$ cat config.mk
export PLATFORM = sky130hd
export DESIGN_NAME = ifetch_buf
export DESIGN_NICKNAME = d
export VERILOG_FILES = /design/src/rtl/ifetch_buf.sv
export SDC_FILE = /design/constraint.sdc
export NUM_CORES = 1
export LEC_CHECK = 0
export ABC_AREA = 1
export BUFFER_PORTS_ARGS = -buffer_cell sky130_fd_sc_hd__buf_2
export CAP_MARGIN = 20
export CORE_ASPECT_RATIO = 0.5
export CORE_MARGIN = 2
export CORE_UTILIZATION = 25
export CTS_BUF_LIST = sky130_fd_sc_hd__clkbuf_8
export CTS_CLUSTER_DIAMETER = 40
export DETAILED_ROUTE_END_ITERATION = 16
export GPL_TIMING_DRIVEN = 0
export PLACE_DENSITY_LB_ADDON = 0.15
export SLEW_MARGIN = 10
export SYNTH_ARGS = -nofsm -noshare
export SYNTH_HDL_FRONTEND = slang
export SYNTH_SLANG_ARGS = --single-unit
$ cat constraint.sdc
create_clock -name clk -period 3.4 [get_ports clk]
set_input_delay 1.02 -clock clk [delete_from_list [all_inputs] [get_ports clk]]
set_output_delay 1.02 -clock clk [all_outputs]
set_load 0.005 [all_outputs]
$ cat src/rtl/ifetch_buf.sv
// rtl/ifetch_buf.sv - instruction fetch buffer between the PC and decode
module ifetch_buf #(
    parameter int          DEPTH      = 2,
    parameter int          AW         = 16,
    parameter int          DW         = 16,
    parameter logic [3:0]  HLT_OPCODE = 4'hF
) (
    input  logic          clk,
    input  logic          rst,
    input  logic [AW-1:0] iaddr,
    output logic          hlt,
    output logic          mem_req,
    output logic [AW-1:0] mem_addr,
    input  logic          mem_ack,
    input  logic [DW-1:0] mem_rdata,
    output logic [DW-1:0] instr,
    output logic [AW-1:0] instr_pc,
    output logic          instr_valid,
    input  logic          instr_ready,
    output logic          halted
);

    localparam int PW = (DEPTH > 1) ? $clog2(DEPTH) : 1;
    localparam int CW = PW + 1;
    localparam logic [CW-1:0] FULL = CW'(DEPTH);

    typedef enum logic [0:0] {
        FETCH  = 1'b0,
        HALTED = 1'b1
    } state_t;

    state_t          state_q, state_d;
    logic            halted_q, halted_d;
    logic [PW-1:0]   wr_ptr_q, wr_ptr_d;
    logic [PW-1:0]   rd_ptr_q, rd_ptr_d;
    logic [CW-1:0]   count_q, count_d;
    logic [AW-1:0]   fifo_pc_q   [DEPTH];
    logic [AW-1:0]   fifo_pc_d   [DEPTH];
    logic [DW-1:0]   fifo_data_q [DEPTH];
    logic [DW-1:0]   fifo_data_d [DEPTH];

    logic            push;
    logic            pop;
    logic            is_hlt;

    // A full FIFO never requests, even if decode pops this same cycle.
    assign mem_req     = (state_q == FETCH) && (count_q != FULL) && !rst;
    assign mem_addr    = iaddr;
    assign push        = mem_req && mem_ack;
    assign is_hlt      = (mem_rdata[DW-1 -: 4] == HLT_OPCODE);
    // The PC only advances on a completed non-HLT fetch, so it rests on the HLT address.
    assign hlt         = !push || is_hlt;
    assign instr_valid = (count_q != '0) && !rst;
    assign pop         = instr_valid && instr_ready;
    assign instr       = fifo_data_q[rd_ptr_q];
    assign instr_pc    = fifo_pc_q[rd_ptr_q];
    assign halted      = halted_q;

    // Next-state for FSM, pointers, occupancy and FIFO storage.
    always_comb begin
        state_d     = state_q;
        wr_ptr_d    = wr_ptr_q;
        rd_ptr_d    = rd_ptr_q;
        count_d     = count_q;
        fifo_pc_d   = fifo_pc_q;
        fifo_data_d = fifo_data_q;

        if (push) begin
            fifo_pc_d[wr_ptr_q]   = iaddr;
            fifo_data_d[wr_ptr_q] = mem_rdata;
            wr_ptr_d              = wr_ptr_q + PW'(1);
        end
        if (pop) begin
            rd_ptr_d = rd_ptr_q + PW'(1);
        end

        case ({push, pop})
            2'b10:   count_d = count_q + CW'(1);
            2'b01:   count_d = count_q - CW'(1);
            default: count_d = count_q;
        endcase

        if ((state_q == FETCH) && push && is_hlt) begin
            state_d = HALTED;
        end
        halted_d = (state_d == HALTED);
    end

    // Control state with synchronous reset; a late ack during reset is dropped.
    always_ff @(posedge clk) begin
        if (rst) begin
            state_q  <= FETCH;
            halted_q <= 1'b0;
            wr_ptr_q <= '0;
            rd_ptr_q <= '0;
            count_q  <= '0;
        end else begin
            state_q  <= state_d;
            halted_q <= halted_d;
            wr_ptr_q <= wr_ptr_d;
            rd_ptr_q <= rd_ptr_d;
            count_q  <= count_d;
        end
    end

    // FIFO payload storage needs no reset; occupancy tracking qualifies it.
    always_ff @(posedge clk) begin
        fifo_pc_q   <= fifo_pc_d;
        fifo_data_q <= fifo_data_d;
    end

endmodule

# After elaboration in Yosys (flattened, before gate mapping)

Index checks and enable logic that the tools add are counted.

Reductions and logical operators: 13
Equality and inequality tests: 4
Muxes and demuxes: 11
$lt $le $gt $ge: 3
Add/subtract/negate cells: 4
Bitwise operators: 3

Operators with widths:

| cell                  | number |
|---|---|
| $mux W16              | 7 |
| $bwmux W32            | 2 |
| $demux W16 S1         | 1 |
| $logic_and A1 B1 Y1   | 8 |
| $eq A4 B4 Y1 const B  | 1 |
| $ge A2 B2 Y1 const B  | 2 |
| $not A1 Y2            | 2 |
| $pmux W2 S2           | 1 |
| $reduce_bool A2 Y1    | 2 |
| $add A1 B1 Y1 const B | 2 |
| $add A2 B1 Y2 const B | 1 |
| $eq A2 B1 Y1 const B  | 1 |
| $eq A2 B2 Y1 const B  | 1 |
| $logic_not A1 Y1      | 2 |
| $lt A2 B1 Y1 const B  | 1 |
| $ne A2 B2 Y1 const B  | 1 |
| $sub A2 B1 Y2 const B | 1 |
| $logic_or A1 B1 Y1    | 1 |
| $not A1 Y1            | 1 |

Bits of input ports: 36
Bits in registers: 69
Logic and storage cells: 46
Output and inout bits: 52

# Depth between registers and ports, before layout

Gate-level depths: netlist of the first run.

Depth after elaboration: 6
Mapped depth: 10
Mapped depth without buffers: 10

# Least setup slack after synthesis of the first run

No wires, ideal clock.

Kind: in2reg
Start: input port rst
End: register fifo_data_q[0] (netlist name) (enable)
Data required time: 2.979 ns
Path slack: 0.350 ns
Buffers on the path: 0
Cell stages on the path: 3
Setup time: 0.421 ns
Arrival: 2.629 ns
Path through: nor2_2 nand3_4 nor2_1

Word-level cells in the longest chain between the ends: 3

Ends and longest elaborated chain:

| item                 | line | text |
|---|---|---|
| from (decl)          | 9    | `input logic rst,` |
| $logic_not A1 Y1     | 47   | `assign mem_req = (state_q == FETCH) && (count_q != FULL) && !rst;` |
| $logic_and A1 B1 Y1  | 47   |  |
| $logic_and A1 B1 Y1  | 49   | `assign push = mem_req && mem_ack;` |
| to (signal assigned) | 109  | `fifo_data_q <= fifo_data_d;` |
| to (decl)            | 39   | `logic [DW-1:0] fifo_data_q [DEPTH];` |

No other way between the ends.
A chain may end at the register's enable or synchronous reset.

# Worst setup path after layout of the first run

Start: input port rst
End: output port hlt

Word-level cells in the longest chain between the ends: 5

Ends and longest elaborated chain:

| item                | line | text |
|---|---|---|
| $logic_not A1 Y1    | 47   |  |
| $logic_and A1 B1 Y1 | 47   |  |
| $logic_and A1 B1 Y1 | 49   |  |
| $logic_not A1 Y1    | 52   | `assign hlt = !push \|\| is_hlt;` |
| $logic_or A1 B1 Y1  | 52   |  |
| to (decl)           | 11   | `output logic hlt,` |

No other way between the ends.

==> results.txt, run 1 <==
The final instance count without filler cells is 471, and the sequential fraction of the synthesis area is 73.9%. The number of CTS-inserted buffers is 9. Counting distinct cell types in the post-synthesis netlist gives 18.

The horizontal die dimension was 152 um. Counting flops and latches in the post-synthesis netlist gives 69. The clock transition time at the flip-flop clock pins of the worst setup and hold paths came out at 0.07 ns. The placeable core region came out at 10400 um2. At the worst endpoint, the required time is 2.38 ns. The total track usage came out at 10.2%. The power per unit of standard cell area is 513 nW/um2, and the residual antenna-violating net count after detailed routing is 0. Post-layout worst setup margin: 0.741 ns. Measured on the finished design, the core utilization comes to 34.6%. In the detailed route, the total length drawn on met3 is 263 um. TritonCTS built the clock tree. The logic depth of the worst register-to-register path came out at 5.

After the first detailed-routing iteration, the DRC count stood at 53. The data arrival time of the worst path was 1.64 ns; the routed wire length was 5730 um. For the pin count of the biggest net entering global routing, the log shows 27. Kind of path behind the tightest hold check: reg2reg.

After clock tree synthesis, the setup repair step added 0 buffers. Setup repair after global routing left no endpoint under its margin. 88 I/O pins were placed. Counting every net in the synthesized netlist gives 263.

For this run, design rule violations remaining after detail routing come to 0. The run finished with clean final reports. The highest ir drop seen on vdd was 0.189 mV; the worst-path maximum fanout was 4.

For the worst-skew pair, the clock arrives at the later sink with an insertion delay of 0.33 ns. For the timing-limited maximum frequency, the log shows 376 MHz. The met2 routed wirelength is 2860 um, and the antenna diode instance count is 0.

Global routing finished with a remaining overflow of 0. In this run, placement finished with an instance count of 455. Uppermost layer routed: met4.

The final setup skew came out at 0.00449 ns. The CTS root buffer is sky130_fd_sc_hd__clkbuf_8. The number of cell rows was 26; the total routed wire length on the met1 layer was 2530 um. The TritonCTS sink count was 69. The tools report the post-synth design cell area as 2740 um2. The synthesized netlist devotes 0.457% of its cell area to adder and majority cells. The synthesized-area fraction occupied by ao, oa, aoi and oai cells came out at 1.10%. The worst setup path is of the in2out kind. The via count of the first global-routing pass is 1850, and the share of final-layout standard cells stronger than drive strength 1 is 40.2%.

Setup violations remaining at the end of the flow were counted as 0. The share of the cycle needed by the critical path after routing was 78.2%. The tools report the final number of max-transition violations as 0. Number of cells on the worst hold path: 2. The portion of synthesized area spent on multiplexers is 0%. Yosys printed 0 warnings.

STA classifies the critical path startpoint as an input pin. Counting flops with an async set or reset pin after synthesis yields a share of 0%. The number of buffers between clock root and the deepest sink is 2, and the layout overhead on the synthesized area is 31.8%.

The number of nets in the layout was 363; the routed length per placed instance was 12.2 um. For the finished layout, the period the worst path requires is 2.66 ns. The first global-routing pass estimated 9270 um of wire.

Of the total synthesized cell area, the portion taken by XOR and XNOR cells is 0%. The number of antenna violations at the first check in global routing was 0; the effective utilization at floorplan was 26.3%. The tools report the number of maximum-capacitance constraint violations as 0. The congestion estimate from routability-driven global placement came to 0.680. Buffers placed on the I/O ports in this run total 87. The die is 78.0 um tall.

Summed over all cells, the static leakage comes to 1.57 nW. STA classifies the critical path endpoint as an output pin. Detailed placement HPWL: 4000 um. Via total after detailed routing: 1845. The die covers 11800 um2.

The run gives 226 as the synthesized instance count. The clock tree synthesis step divided the H-tree into 3 levels. After synthesis, the mean cell area works out to 12.1 um2.

The per-cell via count in the routed design is 3.92. For the pin with the worst max-slew slack, the measured transition is 0.330 ns. The simple logic cell fraction of the synthesized area is 17.5%, and the headroom to the max-slew limit is 77.9%. The total negative setup slack came out at 0 ns. The total count of hold-check failures in the final report was 0.

The tools report the number of gates given a new drive strength after cts as 0. The number of hold-repair buffers added at the cts stage is 0. By area, the combinational part of the netlist is dominated by simple AND/OR/NAND/NOR gates. The most used flip-flop cell after synthesis is sky130_fd_sc_hd__edfxtp_1. The number of optimization iterations in the first detailed-route pass is 4, and the number of enable flip-flop cells after synthesis is 64. Placement-stage worst setup slack: 0.738 ns.
## cells by family after synthesis
logic type,count (synthesis)
compound gates,6
fa+ha+maj,1
buf+inv,31
flops,69
simple gates,119
## where the power goes
group          total [mW]  internal, mW  switching (mW)
registers           0.973         0.964         0.00910
clock network       0.684         0.402           0.282
logic               0.192        0.0868           0.105
total                1.85          1.45           0.396
## per-layer routing
metal  global-route usage, %  up-vias
li1                        -      932
met1                    11.8      864
met2                    17.2       39
met3                    4.13       10
met4                    3.64        0
met5                       0        -
## worst max-delay path: stages
cell	delay [ns]
sky130_fd_sc_hd__buf_2	0.13
sky130_fd_sc_hd__nor2_2	0.13
sky130_fd_sc_hd__and2_2	0.17
sky130_fd_sc_hd__nand3_1	0.06
sky130_fd_sc_hd__buf_2	0.13
## flip-flops by register name (all words and copies together) (netlist names)
register / cells
fifo_pc_q: 32
rd_ptr_q: 1
fifo_data_q: 32
halted: 1
count_q: 2
wr_ptr_q: 1
## synth_stat cells (2+ instances only)
| cell type | count | area share, % |
|---|---|---|
| sky130_fd_sc_hd__inv_2 | 2 | 0.27 |
| sky130_fd_sc_hd__nand2_1 | 101 | 14 |
| sky130_fd_sc_hd__edfxtp_1 | 64 | 70 |
| sky130_fd_sc_hd__dfxtp_1 | 5 | 3.7 |
| sky130_fd_sc_hd__nor2_2 | 2 | 0.46 |
| sky130_fd_sc_hd__nand3_1 | 3 | 0.55 |
| sky130_fd_sc_hd__nor2_1 | 9 | 1.2 |
| sky130_fd_sc_hd__o21ai_0 | 2 | 0.37 |
| sky130_fd_sc_hd__buf_2 | 4 | 0.73 |
| sky130_fd_sc_hd__buf_4 | 19 | 5.2 |
| sky130_fd_sc_hd__a21oi_1 | 3 | 0.55 |
| sky130_fd_sc_hd__inv_1 | 6 | 0.82 |
## through the flow
step	hold WS (ns)	total power, mW	area (um2)
floorplan	0.493	1.08	2740
global placement	0.493	1.18	3350
detailed placement	0.509	1.19	3400
CTS	0.521	1.89	3600
global route	0.540	1.95	3600
finish	0.514	1.85	3600
## placed cells by master (no fill, tap or decap)
cell,Yosys,layout
sky130_fd_sc_hd__buf_2,4,91
sky130_fd_sc_hd__nand3_1,3,3
sky130_fd_sc_hd__ha_1,1,1
sky130_fd_sc_hd__dfxtp_1,5,5
sky130_fd_sc_hd__nor2_2,2,2
sky130_fd_sc_hd__buf_4,19,19
sky130_fd_sc_hd__and2_2,1,1
sky130_fd_sc_hd__inv_1,6,6
sky130_fd_sc_hd__nand2_1,101,101
sky130_fd_sc_hd__nor2_1,9,7
sky130_fd_sc_hd__o21ai_1,1,1
sky130_fd_sc_hd__edfxtp_1,64,64
sky130_fd_sc_hd__nand4_1,1,1
sky130_fd_sc_hd__clkinv_1,0,4
sky130_fd_sc_hd__clkbuf_8,0,9
sky130_fd_sc_hd__bufinv_16,0,2
sky130_fd_sc_hd__buf_12,0,2
sky130_fd_sc_hd__clkinv_2,0,1
sky130_fd_sc_hd__inv_2,2,2
sky130_fd_sc_hd__nand3_4,1,1
sky130_fd_sc_hd__a21oi_1,3,3
sky130_fd_sc_hd__nor2_4,0,2
sky130_fd_sc_hd__nand2_2,1,1
sky130_fd_sc_hd__o21ai_0,2,2
## worst paths after layout
path	from	endpoint	slack [ns]
worst max-delay path	rst	hlt	0.74
worst min-delay path	halted$_SDFFE_PP0P_	halted$_SDFFE_PP0P_	0.51
worst max register to register	count_q[0]$_SDFFE_PP0P_	fifo_pc_q[7]$_DFFE_PP_	1.90
worst min register to register	halted$_SDFFE_PP0P_	halted$_SDFFE_PP0P_	0.51
## cell type report
class                   instances  area, um2
fillers                      1084       6810
flip-flops and latches         69       2020
multi-input cells             126        536
repair buffers                 89        475
well taps                     140        175
plain buffers                  23        163
clock buffers                   9        124
clock inverters                 7       80.1
inverters                       8       30.0
Note: power is estimated with default switching activity, not from simulation.
==> run 2: changes to the inputs <==
- ABC_AREA: 1 -> 0
- clock period: 3.4 -> 2.8 ns (I/O delays scaled with it)
==> results.txt, run 2 <==
The logs give 0 (unchanged) for the residual antenna-violating net count after detailed routing and 0.00926 ns (was 0.00449 ns) for the final setup skew. Setup repair after global routing left no endpoint under its margin. The sequential fraction of the synthesis area was 75.4% (was 73.9%).

The post-layout worst setup margin is 0.319 ns (was 0.741 ns), and the post-route total power is 2.42 mW (was 1.85 mW). The per-cell via count in the routed design works out to 3.94 (was 3.92). The logs give 375 (was 455) for the instance count after placement with tap cells included and 10.9% (was 11.8%) for the met1 layer usage reported by global route. The number of cells on the worst hold path came out at 2 (unchanged). The wire length of the first global-routing pass was 7740 um (was 9270 um). Reg-to-reg critical path startpoint: count_q[0]$_SDFFE_PP0P_ (unchanged).

The static power due to leakage is 1.38 nW (was 1.57 nW). TritonCTS built the clock tree. Top flop regs: fifo_data_q x32, fifo_pc_q x32, count_q x2 (unchanged). The cell type with the largest total area after synthesis is sky130_fd_sc_hd__edfxtp_1 (unchanged). The share of final-layout standard cells stronger than drive strength 1 is 64.1% (was 40.2%), and the number of maximum-capacitance constraint violations is 0 (unchanged). The tools report the hold-critical path endpoint as count_q[1]$_SDFFE_PP0P_ (was halted$_SDFFE_PP0P_).

Mean instance size in the synthesized netlist: 18.4 um2 (was 12.1 um2). The sum of overflow across all layers after global routing is 0 (unchanged). The commonest non-fill, non-tap cell in the layout was sky130_fd_sc_hd__buf_2 (was sky130_fd_sc_hd__nand2_1). The logs give 9.34% (was 10.2%) for the total track usage and 11600 um2 (was 11800 um2) for the floorplan die area.

The logs give 0 (unchanged) for the final setup violation count and 0.209 mV (was 0.189 mV) for the highest ir drop seen on vdd. The kind of path behind the tightest hold check is reg2reg (unchanged). The share of the cycle needed by the critical path after routing came out at 88.6%.

The detailed placement HPWL came out at 3440 um (was 4000 um). The total count of hold-check failures in the final report was 0 (unchanged); the number of cell rows was 26 (unchanged). The tools report the smallest hold slack as 0.529 ns (was 0.514 ns).

Critical path, cell by cell: buf_2 > buf_2 > mux2_2 > buf_2 (was buf_2 > nor2_2 > and2_2 > nand3_1 > buf_2). The number of nets in the layout is 283 (was 363). The number of H-tree levels came out at 3 (unchanged). Most frequent cells in the layout: 91 x sky130_fd_sc_hd__buf_2, 64 x sky130_fd_sc_hd__edfxtp_1, 32 x sky130_fd_sc_hd__mux2_2 (was 101 x sky130_fd_sc_hd__nand2_1, 91 x sky130_fd_sc_hd__buf_2, 64 x sky130_fd_sc_hd__edfxtp_1). Number of nets produced by synthesis: 183 (was 263).

The number of antenna violations at the first check in global routing is 0 (unchanged), and the area fraction of the dominant cell type after synthesis is 71.7% (was 70.3%). Via total after detailed routing: 1540 (was 1845). The master of the slowest instance on the critical path is sky130_fd_sc_hd__mux2_2 (was sky130_fd_sc_hd__and2_2). Main flop type after synthesis: sky130_fd_sc_hd__edfxtp_1 (unchanged). The count of state elements after synthesis works out to 69 (unchanged).

The clock insertion delay at the later pin of the skew report is 0.35 ns (was 0.33 ns). The tools report the routed wire length as 5140 um (was 5730 um). Cell with the most instances after synthesis: sky130_fd_sc_hd__edfxtp_1 (was sky130_fd_sc_hd__nand2_1). The global routing met2 resource utilization is 14.7% (was 17.2%), and the height of the die is 77.2 um (was 78.0 um).

The power per unit of standard cell area came out at 678 nW/um2 (was 513 nW/um2). The fraction of the core area covered by cells at the end of the flow is 34.7% (was 34.6%), and the setup fix buffers added after clock tree synthesis is 0 (unchanged). The run gives 26.0% (was 26.3%) as the effective utilization at floorplan. The placeable core region came out at 10300 um2 (was 10400 um2). The worst setup path startpoint is rd_ptr_q$_SDFFE_PP0P_ (was rst). The yosys synthesis warning count is 0 (unchanged), and the number of design-rule violations left by the first detailed-router iteration is 39 (was 53). The clock transition time at the flip-flop clock pins of the worst setup and hold paths was 0.08 ns (was 0.07 ns). For the routability congestion estimate from global placement, the log shows 0.647 (was 0.680).

Gate family responsible for the most delay along the worst path: buffers and inverters (was simple AND/OR/NAND/NOR gates). The startpoint of the tightest hold check path is count_q[1]$_SDFFE_PP0P_ (was halted$_SDFFE_PP0P_). The number of enable flip-flop cells after synthesis is 64 (unchanged). The worst path buffer plus inverter count is 3 (was 2), and the minimum clock period is 2.48 ns. The most crowded layer after global routing was met2 (unchanged). Final instance count without filler cells: 391 (was 471). The run gives 403 MHz as the timing-limited maximum frequency. Routed length per placed instance: 13.1 um (was 12.2 um). The run gives 88 (unchanged) as the I/O pin count. The run gives 9 (unchanged) as the number of CTS-inserted buffers.

The run gives 22 (was 18) as the count of cell types in the netlist. The tools report the placement-stage worst setup slack as 0.442 ns (was 0.738 ns). The logic depth of the worst register-to-register path was 6 (was 5). The tools report the TritonCTS sink count as 69 (unchanged). Cell occurring most often along the worst timing path: sky130_fd_sc_hd__buf_2 (unchanged). The required time reported for the critical path endpoint was 1.96 ns (was 2.38 ns). The maximum single-stage delay on the critical path is 0.37 ns (was 0.17 ns). Reg-to-reg endpoint: count_q[1]$_SDFFE_PP0P_ (was fifo_pc_q[7]$_DFFE_PP_). The worst-path maximum fanout was 10 (was 4). Antenna diode instance count: 0 (unchanged).

The run gives 0 (unchanged) as the number of hold-repair buffers added at the cts stage. The type of element capturing the critical path was an output pin (unchanged). The tools report the number of gates given a new drive strength after cts as 0 (unchanged). The nature of the critical path startpoint was a register (was an input pin). The pin slew with the least headroom to its limit is 0.316 ns (was 0.330 ns).

The quantity of I/O buffers inserted on ports was 87 (unchanged); the met3 track utilization from global routing was 4.70% (was 4.13%). Setup slack on the worst flop-to-flop path: 1.01 ns (was 1.90 ns). The data arrival time of the worst path was 1.64 ns (about the same); the layout overhead on the synthesized area was 33.3% (was 31.8%). The critical path class was reg2out (was in2out). The pin count of the biggest net entering global routing is 26 (was 27). For the post-synth design cell area, the log shows 2680 um2 (was 2740 um2). Largest cells by area after synthesis: sky130_fd_sc_hd__edfxtp_1 72%, sky130_fd_sc_hd__mux2_2 13%, sky130_fd_sc_hd__buf_4 4.5% (was sky130_fd_sc_hd__edfxtp_1 70%, sky130_fd_sc_hd__nand2_1 14%, sky130_fd_sc_hd__buf_4 5.2%). Most used standard cells in the synthesized netlist: 64 x sky130_fd_sc_hd__edfxtp_1, 32 x sky130_fd_sc_hd__mux2_2, 16 x sky130_fd_sc_hd__buf_4 (was 101 x sky130_fd_sc_hd__nand2_1, 64 x sky130_fd_sc_hd__edfxtp_1, 19 x sky130_fd_sc_hd__buf_4). Horizontal die dimension: 150 um (was 152 um).

The logs give 3 (was 4) for the number of optimization iterations in the first detailed-route pass and 0 (unchanged) for the final routed DRC violation total. The tools report the final number of max-transition violations as 0 (unchanged). CTS root buffer: sky130_fd_sc_hd__clkbuf_8 (unchanged). Number of buffers between clock root and the deepest sink: 2 (unchanged). Share of synthesized registers carrying an async set or reset: 0% (unchanged). The synthesized instance count was 146 (was 226). The via count of the first global-routing pass was 1514 (was 1850).

The run gives 78.9% (was 77.9%) as the headroom to the max-slew limit. The flow ran to the end, and the final reports show no timing, DRC or antenna violations.
-- run 2: cell types whose count changed in the layout (fill, tap and decap cells not counted), moves of 3 or more --
cell,before,now
sky130_fd_sc_hd__buf_4,19,16
sky130_fd_sc_hd__clkinv_1,4,0
sky130_fd_sc_hd__clkinvlp_4,0,3
sky130_fd_sc_hd__inv_1,6,1
sky130_fd_sc_hd__mux2_2,0,32
sky130_fd_sc_hd__nand2_1,101,2
sky130_fd_sc_hd__nand3_1,3,0
sky130_fd_sc_hd__nor2_1,7,3
-- run 2: cell families after synthesis --
logic type	Yosys count	synth area share [%]
compound gates	4	0.980
fa+ha+maj	1	0.467
flops	69	75.4
xor+xnor	2	0.653
buf+inv	22	5.51
simple gates	14	2.80
mux	34	14.2
-- run 2: worst max path at each step --
| stage | cells past startpoint | slack, ns | end |
|---|---|---|---|
| 2_1_floorplan | 4 | 0.38 | fifo_data_q[16]$_DFFE_PP_ |
| 3_3_place_gp | 5 | -0.42 | fifo_pc_q[25]$_DFFE_PP_ |
| 3_5_place_dp | 5 | 0.44 | hlt |
| 4_1_cts | 4 | 0.24 | instr_pc[12] |
| 5_1_grt | 4 | 0.16 | instr_pc[11] |
| 6_report | 4 | 0.32 | instr[2] |
-- run 2: cell type report --
class                      count  area (um2)
fill                        1009        6740
multi-input combinational     55         520
timing repair buffer          89         475
buffer                        20         140
clock inverter                 5        82.6
sequential                    69        2020
inverter                       2        7.51
tap                          140         175
clock buffer                  11         151
-- run 2: through the flow --
step                      area, um2  TNS [ns]
after detailed placement       3340         0
after CTS                      3570         0
final                          3570         0
after global placement         3290    -21.86
after global routing           3570         0
after floorplan                2680         0
-- run 2: metal layers --
layer | routed length [um] | vias up
met1 | 2190 | 761
met3 | 295 | 7
met4 | 73 | 0
li1 | - | 734
met5 | 0 | -
met2 | 2580 | 38
-- run 2: where the power goes --
part           internal, mW  total, mW  switching (mW)  leakage, nW
sequential             1.19       1.20          0.0157        0.628
clock                 0.549      0.921           0.372        0.108
combinational         0.162      0.300           0.138        0.644
-- run 2: worst min-delay path, stage by stage, from the launching register on --
cell and delay [ns]:
sky130_fd_sc_hd__dfxtp_1 0.33, sky130_fd_sc_hd__o21ai_0 0.08, sky130_fd_sc_hd__a21oi_1 0.07
==> run 3: changes to the inputs <==
- CELL_PAD_IN_SITES_DETAIL_PLACEMENT: not set -> 1
- CELL_PAD_IN_SITES_GLOBAL_PLACEMENT: not set -> 2
==> results.txt, run 3 (same netlist as run 2, synthesis figures left out) <==
The final number of max-transition violations came out at 0 (unchanged). The run gives 1112 (was 1009) as the number of filler instances in the final layout. The internal power summed over all cells is 1.75 mW (was 1.90 mW), and the final setup violation count is 0 (unchanged).

The logs give 0 ns (unchanged) for the total negative setup slack and 8540 um (was 7740 um) for the wire length of the first global-routing pass. The horizontal die dimension is 150 um (unchanged). The number of hold-repair buffers added at the cts stage was 0 (unchanged); the sum of overflow across all layers after global routing was 0 (unchanged). The tools report the antenna diode instance count as 0 (unchanged). Per-cell via count in the routed design: 3.96 (was 3.94).

Top flop regs: fifo_data_q x32, fifo_pc_q x32, count_q x2 (unchanged). Smallest hold slack: 0.507 ns (was 0.529 ns). Critical path, cell by cell: buf_2 > buf_2 > mux2_2 > buf_2 (unchanged). The worst-path maximum fanout works out to 10 (unchanged).

The power per unit of standard cell area came out at 645 nW/um2 (was 678 nW/um2). Cell occurring most often along the worst timing path: sky130_fd_sc_hd__buf_2 (unchanged). Final setup skew: 0.00893 ns (was 0.00926 ns). TritonCTS built the clock tree. The minimum clock period is 2.46 ns (was 2.48 ns). The maximum single-stage delay on the critical path is 0.37 ns (about the same), and the met3 wirelength from detailed routing is 342 um (was 295 um). The tools report the number of cell rows as 26 (unchanged). The master of the slowest instance on the critical path was sky130_fd_sc_hd__mux2_2 (unchanged). The tools report the nature of the critical path startpoint as a register (unchanged). The run gives 1.62 ns (was 1.64 ns) as the data arrival time of the worst path. The tools report the number of design-rule violations left by the first detailed-router iteration as 44 (was 39). Most frequent cells in the layout: 91 x sky130_fd_sc_hd__buf_2, 64 x sky130_fd_sc_hd__edfxtp_1, 32 x sky130_fd_sc_hd__mux2_2 (unchanged). The tools report the effective utilization at floorplan as 26.0% (unchanged).

The gate family responsible for the most delay along the worst path is buffers and inverters (unchanged). For the via count of the first global-routing pass, the log shows 1638 (was 1514). The height of the die was 77.2 um (unchanged). The type of element capturing the critical path was an output pin (unchanged). Residual antenna-violating net count after detailed routing: 0 (unchanged). The share of final-layout standard cells stronger than drive strength 1 was 62.9% (was 64.1%); the met2 routed wirelength was 2740 um (was 2580 um). The tools report the floorplan die area as 11600 um2 (unchanged).

The number of gates given a new drive strength after cts was 0 (unchanged). The highest ir drop seen on vdd is 0.207 mV (was 0.209 mV), and the number of optimization iterations in the first detailed-route pass is 4 (was 3). For the required time reported for the critical path endpoint, the log shows 1.96 ns (about the same).

For the total routed wire length on the met1 layer, the log shows 2200 um (was 2190 um). Number of maximum-capacitance constraint violations: 0 (unchanged). The clock transition time at the flip-flop clock pins of the worst setup and hold paths came out at 0.07 ns (was 0.08 ns). The placeable core region was 10300 um2 (unchanged).

Critical path class: reg2out (unchanged). For the static power due to leakage, the log shows 1.37 nW (was 1.38 nW). Total track usage: 10.1% (was 9.34%). The I/O pin count is 88 (unchanged). The number of antenna violations at the first check in global routing was 0 (unchanged); the total count of hold-check failures in the final report was 0 (unchanged). The run gives 5400 um (was 5140 um) as the routed wire length.

Setup repair after global routing left no endpoint under its margin. The TritonCTS sink count is 69 (unchanged), and the net load switching power is 524 uW (was 526 uW). The run gives 52.9% (was 49.6%) as the portion of total power attributed to sequential cells. The detailed placement HPWL is 3800 um (was 3440 um). The flow ran to the end, and the final reports show no timing, DRC or antenna violations. The worst path buffer plus inverter count works out to 3 (unchanged). The proportion of total power due to net switching is 23.1% (was 21.7%), and the pin slew with the least headroom to its limit is 0.354 ns (was 0.316 ns).

Combinational fraction of design power: 13.2% (was 12.4%). The final routed DRC violation total is 0 (unchanged), and the via total after detailed routing is 1548 (was 1540). The share of power burned in the clock network is 33.8% (was 38.0%), and the number of nets in the layout is 283 (unchanged). The timing-limited maximum frequency came out at 406 MHz (was 403 MHz). The layout overhead on the synthesized area is 31.4% (was 33.3%). The share of the cycle needed by the critical path after routing came out at 87.9% (was 88.6%). The commonest non-fill, non-tap cell in the layout is sky130_fd_sc_hd__buf_2 (unchanged). The routed length per placed instance came out at 13.8 um (was 13.1 um). The CTS root buffer was sky130_fd_sc_hd__clkbuf_8 (unchanged). Number of buffers between clock root and the deepest sink: 2 (unchanged). The headroom to the max-slew limit was 76.3% (was 78.9%); the clock insertion delay at the later pin of the skew report was 0.34 ns (was 0.35 ns). Uppermost layer routed: met4 (unchanged). For the number of H-tree levels, the log shows 3 (unchanged). The logs give 0.631 (was 0.647) for the routability congestion estimate from global placement and 29 (was 26) for the pin count of the biggest net entering global routing.

Quantity of I/O buffers inserted on ports: 87 (unchanged). For the number of CTS-inserted buffers, the log shows 9 (unchanged). The kind of path behind the tightest hold check is reg2reg (unchanged). The run gives 0 (unchanged) as the setup fix buffers added after clock tree synthesis.
## run 3: changes by cell type in the layout (fill, tap and decap cells not counted), sizes merged
cell / previous run / this run
clkinv: 0 / 3
clkbuf: 11 / 9
clkinvlp: 3 / 1
inv: 2 / 4
bufinv: 2 / 1
## run 3: power by group through the flow
stage	clock network, mW	logic, mW	registers, mW
2_1_floorplan	0	0.164	1.22
3_3_place_gp	0	0.297	1.23
3_5_place_dp	0	0.313	1.23
4_1_cts	0.807	0.315	1.20
5_1_grt	0.855	0.335	1.21
6_report	0.769	0.300	1.20
## run 3: final timing paths
| kind | startpoint | endpoint | slack, ns | depth (start not counted) |
|---|---|---|---|---|
| worst min-delay path | halted$_SDFFE_PP0P_ | halted$_SDFFE_PP0P_ | 0.51 | 2 |
| worst max-delay path | rd_ptr_q$_SDFFE_PP0P_ | instr_pc[3] | 0.34 | 4 |
| worst min register to register | halted$_SDFFE_PP0P_ | halted$_SDFFE_PP0P_ | 0.51 | 2 |
| worst max register to register | count_q[0]$_SDFFE_PP0P_ | count_q[1]$_SDFFE_PP0P_ | 1.05 | 6 |
## run 3: stage by stage
stage          cells  utilization, %  power [mW]  instance area, um2  setup WS (ns)
3_3_place_gp     373            31.9        1.52                3290         -0.474
3_5_place_dp     375            32.4        1.54                3340          0.450
4_1_cts          391            34.2        2.32                3520          0.268
5_1_grt          391            34.2        2.40                3520          0.192
6_report         391            34.2        2.27                3520          0.340
2_1_floorplan    146               -        1.39                2680          0.382
## run 3: metal layers
layer / GRT usage (%) / up-vias
met1: 10.9 / 762
met5: 0 / -
met2: 17.1 / 40
met4: 4.53 / 0
li1: - / 735
met3: 4.52 / 11
## run 3: final cells by class
class	instances	area (um2)	share of cell area (%)
multi-input cells	55	520	14.8
plain buffers	20	140	3.98
clock buffers	9	124	3.52
well taps	140	175	4.97
flip-flops and latches	69	2020	57.4
inverters	2	7.51	0.213
clock inverters	7	58.8	1.67
repair buffers	89	475	13.5
## run 3: tightest hold or removal path: stages, from the launching register on
cell and delay (ns):
sky130_fd_sc_hd__dfxtp_1 0.35, sky130_fd_sc_hd__a31oi_1 0.05, sky130_fd_sc_hd__nor2_1 0.07
